[config.mk]
export PLATFORM = sky130hd
export DESIGN_NAME = n_any_gate
export DESIGN_NICKNAME = d
export VERILOG_FILES = /design/src/rtl/n_any_gate_pkg.sv /design/src/rtl/n_any_gate_reduce.sv /design/src/rtl/n_any_gate.sv
export SDC_FILE = /design/constraint.sdc
export NUM_CORES = 1
export LEC_CHECK = 0
export ABC_CLOCK_PERIOD_IN_PS = 3600
export CAP_MARGIN = 40
export CORE_AREA = 2 2 39 41
export CTS_CLUSTER_SIZE = 16
export DETAILED_ROUTE_END_ITERATION = 10
export DIE_AREA = 0 0 41 43
export HOLD_SLACK_MARGIN = 0.05
export PLACE_DENSITY = 0.33
export SETUP_SLACK_MARGIN = 0.3
export SLEW_MARGIN = 20
export SYNTH_ARGS = -nofsm -noshare
export SYNTH_HDL_FRONTEND = slang
export SYNTH_SLANG_ARGS = --single-unit
[constraint.sdc]
create_clock -name clk -period 3.6 [get_ports clk]
set_input_delay 1.08 -clock clk [delete_from_list [all_inputs] [get_ports clk]]
set_output_delay 1.08 -clock clk [all_outputs]
set_load 0.005 [all_outputs]
[src/rtl/n_any_gate_pkg.sv]
// Shared definitions for the selectable N-input reduction gate.
// Select encodings and their width are used by the top and the reduction core.
package n_any_gate_pkg;

    localparam int GATE_SEL_W = 2;

    typedef enum logic [GATE_SEL_W-1:0] {
        GATE_AND  = 2'b00,
        GATE_XOR  = 2'b01,
        GATE_XNOR = 2'b10,
        GATE_OR   = 2'b11
    } gate_sel_e;

endpackage

[src/rtl/n_any_gate_reduce.sv]
// Combinational core: reduces all N input bits with the selected operation.
// Every select encoding is meaningful, so the case is full without a default.
module n_any_gate_reduce
    import n_any_gate_pkg::*;
#(
    parameter int N = 2
) (
    input  logic [N-1:0]          gate_in_i,
    input  logic [GATE_SEL_W-1:0] gate_select_i,
    output logic                  result_o
);

    always_comb begin
        result_o = 1'b0;
        case (gate_sel_e'(gate_select_i))
            GATE_AND:  result_o = &gate_in_i;
            GATE_XOR:  result_o = ^gate_in_i;
            GATE_XNOR: result_o = ~^gate_in_i;
            GATE_OR:   result_o = |gate_in_i;
        endcase
    end

endmodule

[src/rtl/n_any_gate.sv]
// Registered N-input selectable gate with a one-cycle valid flag.
// The result register holds its value between accepted samples; only the flag drops.
module n_any_gate
    import n_any_gate_pkg::*;
#(
    parameter int N = 2
) (
    input  logic                  clk,
    input  logic                  rst_n,
    input  logic                  in_valid,
    input  logic [N-1:0]          gate_in,
    input  logic [GATE_SEL_W-1:0] gate_select,
    output logic                  gate_out,
    output logic                  out_valid
);

    logic reduce_result;
    logic gate_out_q;
    logic gate_out_d;
    logic out_valid_q;
    logic out_valid_d;

    n_any_gate_reduce #(
        .N (N)
    ) u_reduce (
        .gate_in_i     (gate_in),
        .gate_select_i (gate_select),
        .result_o      (reduce_result)
    );

    always_comb begin
        gate_out_d  = gate_out_q;
        out_valid_d = in_valid;
        if (in_valid) begin
            gate_out_d = reduce_result;
        end
    end

    always_ff @(posedge clk) begin
        if (!rst_n) begin
            gate_out_q  <= 1'b0;
            out_valid_q <= 1'b0;
        end else begin
            gate_out_q  <= gate_out_d;
            out_valid_q <= out_valid_d;
        end
    end

    assign gate_out  = gate_out_q;
    assign out_valid = out_valid_q;

endmodule

# Word level (Yosys, flattened, before mapping)

Cells that the tools add are included.

Bits in registers: 2
Bits of input ports: 7
Output and inout port bits: 2

Equal/unequal tests: 3
Multiplexer cells: 1
Reductions and logical operators: 5

Operator list:

| operator                                                        | count |
|---|---|
| 2-bit == test, second input constant                            | 2 |
| 1-bit one-hot mux with 4 select lines                           | 1 |
| 2-bit by 1-bit == test with 1-bit output, second input constant | 1 |
| 2-bit zero test                                                 | 1 |
| 2-bit AND reduction                                             | 1 |
| 2-bit OR reduction                                              | 1 |
| 2-bit XNOR reduction                                            | 1 |
| 2-bit XOR reduction                                             | 1 |

# Logic depth before layout (Yosys ltp)

Depth in word-level cells: 2
Mapped depth: 5

# Modules after synthesis

Synthesis repeated with hierarchy kept, for this count alone.

Cells, all modules: 12
Area, all modules: 127.6 sq um

Modules (own cells, without submodules):

| module            | instances | cells each | area an instance (sq um) |
|---|---|---|---|
| n_any_gate        | 1         | 5          | 63.8 |
| n_any_gate_reduce | 1         | 7          | 63.8 |

# Worst setup path before layout

OpenSTA, ideal clock, no wires.

Path type: input to register
From: in gate_in[0]
To: reg gate_out_q (netlist: gate_out)
Data arrival time: 1.805 ns
Required time: 3.526 ns
Path slack: 1.721 ns
Stages: 4
Cell sequence: inv_1 ha_1 a211o_1 a31oi_1

Cells in the longest elaborated chain, start to end: 2
Elaborated cells on any way between the ends: 5
Those cells by class: mux (1); reduce/logical (4)

RTL lines:

| what                                       | line                    | text |
|---|---|---|
| from (decl)                                | n_any_gate.sv:11        | `input logic [N-1:0] gate_in,` |
| 2-bit OR reduction (tied with other cells) | n_any_gate_reduce.sv:19 | `GATE_OR: result_o = \|gate_in_i;` |
| 1-bit one-hot mux with 4 select lines (*)  | n_any_gate_reduce.sv:15 | `case (gate_sel_e'(gate_select_i))` |
| to (signal assigned)                       | n_any_gate.sv:44        | `gate_out_q <= gate_out_d;` |
| to (decl)                                  | n_any_gate.sv:18        | `logic gate_out_q;` |

Mark *: on every way between the ends. The rest lies on a longest branch, timed or not.
A chain may end at the register's enable or synchronous reset.

# Final worst setup path

Same ends and word-level chain as after synthesis.

==> metrics.yaml <==
outcome: "finished clean"
grt_pass1_vias: 143
synth-main-ff-cell: "dfxtp_1"
ys_seq_area_share_pct: 35.2
finalClockSkew_ns: 0
core_area_mm2: 0.00138
n_fill_cell: 153
post_cts_buffers: 0
gp_congestion: 0.487
start_util_pct: 8.23
setup_tns_ns: 0
fin_nets: 35
critPathMaxFanout: 2
synth-async-reset-ratio_pct: 0
cp.required_ns: 3.75
vdd_drop_max_v: 0.0000867
layout_min_cycle_time_ns: 2.21
p_leak_uw: 0.000101
grt_use_total_pct: 5.70
synth_edf_count: 0
synth_cell_types: 10
end_kind: "flip-flop"
cts_hold_buf: 0
worst_setup_path_start_kind: "input port"
finalSetupViolCount: 0
num_rows: 14
numPortBuffers: 8
hold_violations: 0
hp-class: "flip-flop to flip-flop"
cts_buffers: 3
num_vias: 126
cts_resized: 0
holdPathStages: 2
syn_area_um2: 114
cts_tree: "built"
ios: 9
fin_ws_ns: 1.39
h-tree-depth: 1
avgSynthCellArea_um2: 8.76
pre_cts_ws_ns: 1.16
drv_slew: 0
synth_top_area_share_pct: 35.2
antenna_found_initial: 0
reg2regPathDepth: 2
relSlewSlack_pct: 88.6
syn-num-nets: 22
p_per_area_mw_per_mm2: 381
crit_type: "input port to flip-flop"
register_area_um2: 40.0
cp.arrival_ns: 2.36
dieArea_mm2: 0.00176
grt_setup_unrepaired: "false"
firstDrtPassIters: 2
synth_commonest_cells: "dfxtp_1 (2), ha_1 (2), inv_1 (2)"
netlist_instances: 13
via_per_inst: 3.15
yosys_warnings: 0
drtIter0Drc: 1
fin_crit_sh_pct: 61.4
synth-seq-cells: 2
max_freq_ghz: 0.452
drt-total-wl_um: 328
layout-drive-gt1-share_pct: 12.5
grt_start_max_net_pins: 5
die_w_um: 41
postRouteAntennaNets: 0
grt_first_pass_wirelength_um: 517
wl_per_cell_um: 8.20
drcViolationCount: 0
diodes: 0
clockBufferDepth: 2
clockRootBuffer: "clkbuf_4"
yosys-top-cells-area: "dfxtp_1 (35%), ha_1 (22%), a211o_1 (7.7%), inv_1 (6.6%), o211ai_1 (6.6%)"
grt_overflow: 0
yosys.area.top_type: "dfxtp_1"
cts.sinks: 2
worst_hold_slack_ns: 0.549
maxCapViolCount: 0
fp.dieH_um: 43
multi_input_area_um2: 66.3
clock_latency_ns: 0.22
areaGrowthSynthToFinish_pct: 108
worstMarginPinSlew_ns: 0.170
clkTransAtPathRegs_ns: 0.03
sequential cells by signal (all words and copies together), names as in the netlist:
signal and count:
gate_out 1, out_valid 1
cell type report:
class | count | share of cell area, %
repair buffers | 8 | 33.9
multi-input cells | 9 | 28.0
flip-flops and latches | 2 | 16.9
clock buffers | 3 | 9.52
well taps | 16 | 8.47
inverters | 2 | 3.17
layer usage:
layer	vias up	track usage (%)	share of wire, %
met3	0	6.28	21
li1	68	-	-
met5	-	0	0
met2	9	5.63	36
met4	0	8.00	0
met1	49	4.76	42
cell usage in the layout (no fill, tap or decap):
master	instances
a211o_1	1
a31oi_1	1
and2_1	1
clkbuf_4	3
clkdlybuf4s50_1	8
dfxtp_1	2
ha_1	2
inv_1	2
nand2_1	1
nor2_1	1
o211ai_1	1
o21ai_0	1
stage by stage:
stage / area (um2) / total power [uW] / utilization [%] / cells
finish: 236 / 90.0 / 17.1 / 40
global route: 236 / 97.8 / 17.1 / 40
CTS: 236 / 94.2 / 17.1 / 40
detailed placement: 214 / 41.2 / 15.5 / 37
global placement: 214 / 41.0 / 15.5 / 37
floorplan: 114 / 29.5 / - / 13
worst max-delay path, stage by stage:
cell and delay (ns):
clkdlybuf4s50_1 0.48, inv_1 0.05, ha_1 0.30, a211o_1 0.29
a31oi_1 0.16
path summary, 6_finish.rpt:
| check | start | to | slack (ns) |
|---|---|---|---|
| max reg2reg | gate_out | gate_out | 2.97 |
| max | gate_in[0] | gate_out | 1.39 |
| min | gate_out | gate_out | 0.55 |
| min reg2reg | gate_out | gate_out | 0.55 |
power breakdown:
group	internal [uW]	total [uW]	switching, uW
clock	36.8	49.3	12.6
combinational	10.9	16.4	5.42
sequential	23.9	24.4	0.505
total	71.6	90.0	18.5
cells by family (layout without fill, tap and decap cells):
group | after synthesis | in the layout | synth area share (%)
flops | 2 | 2 | 35.2
simple gates | 3 | 3 | 12.1
compound gates | 4 | 4 | 24.2
fa+ha+maj | 2 | 2 | 22.0
buf+inv | 2 | 13 | 6.60
Power figures use the tool's default switching activity.
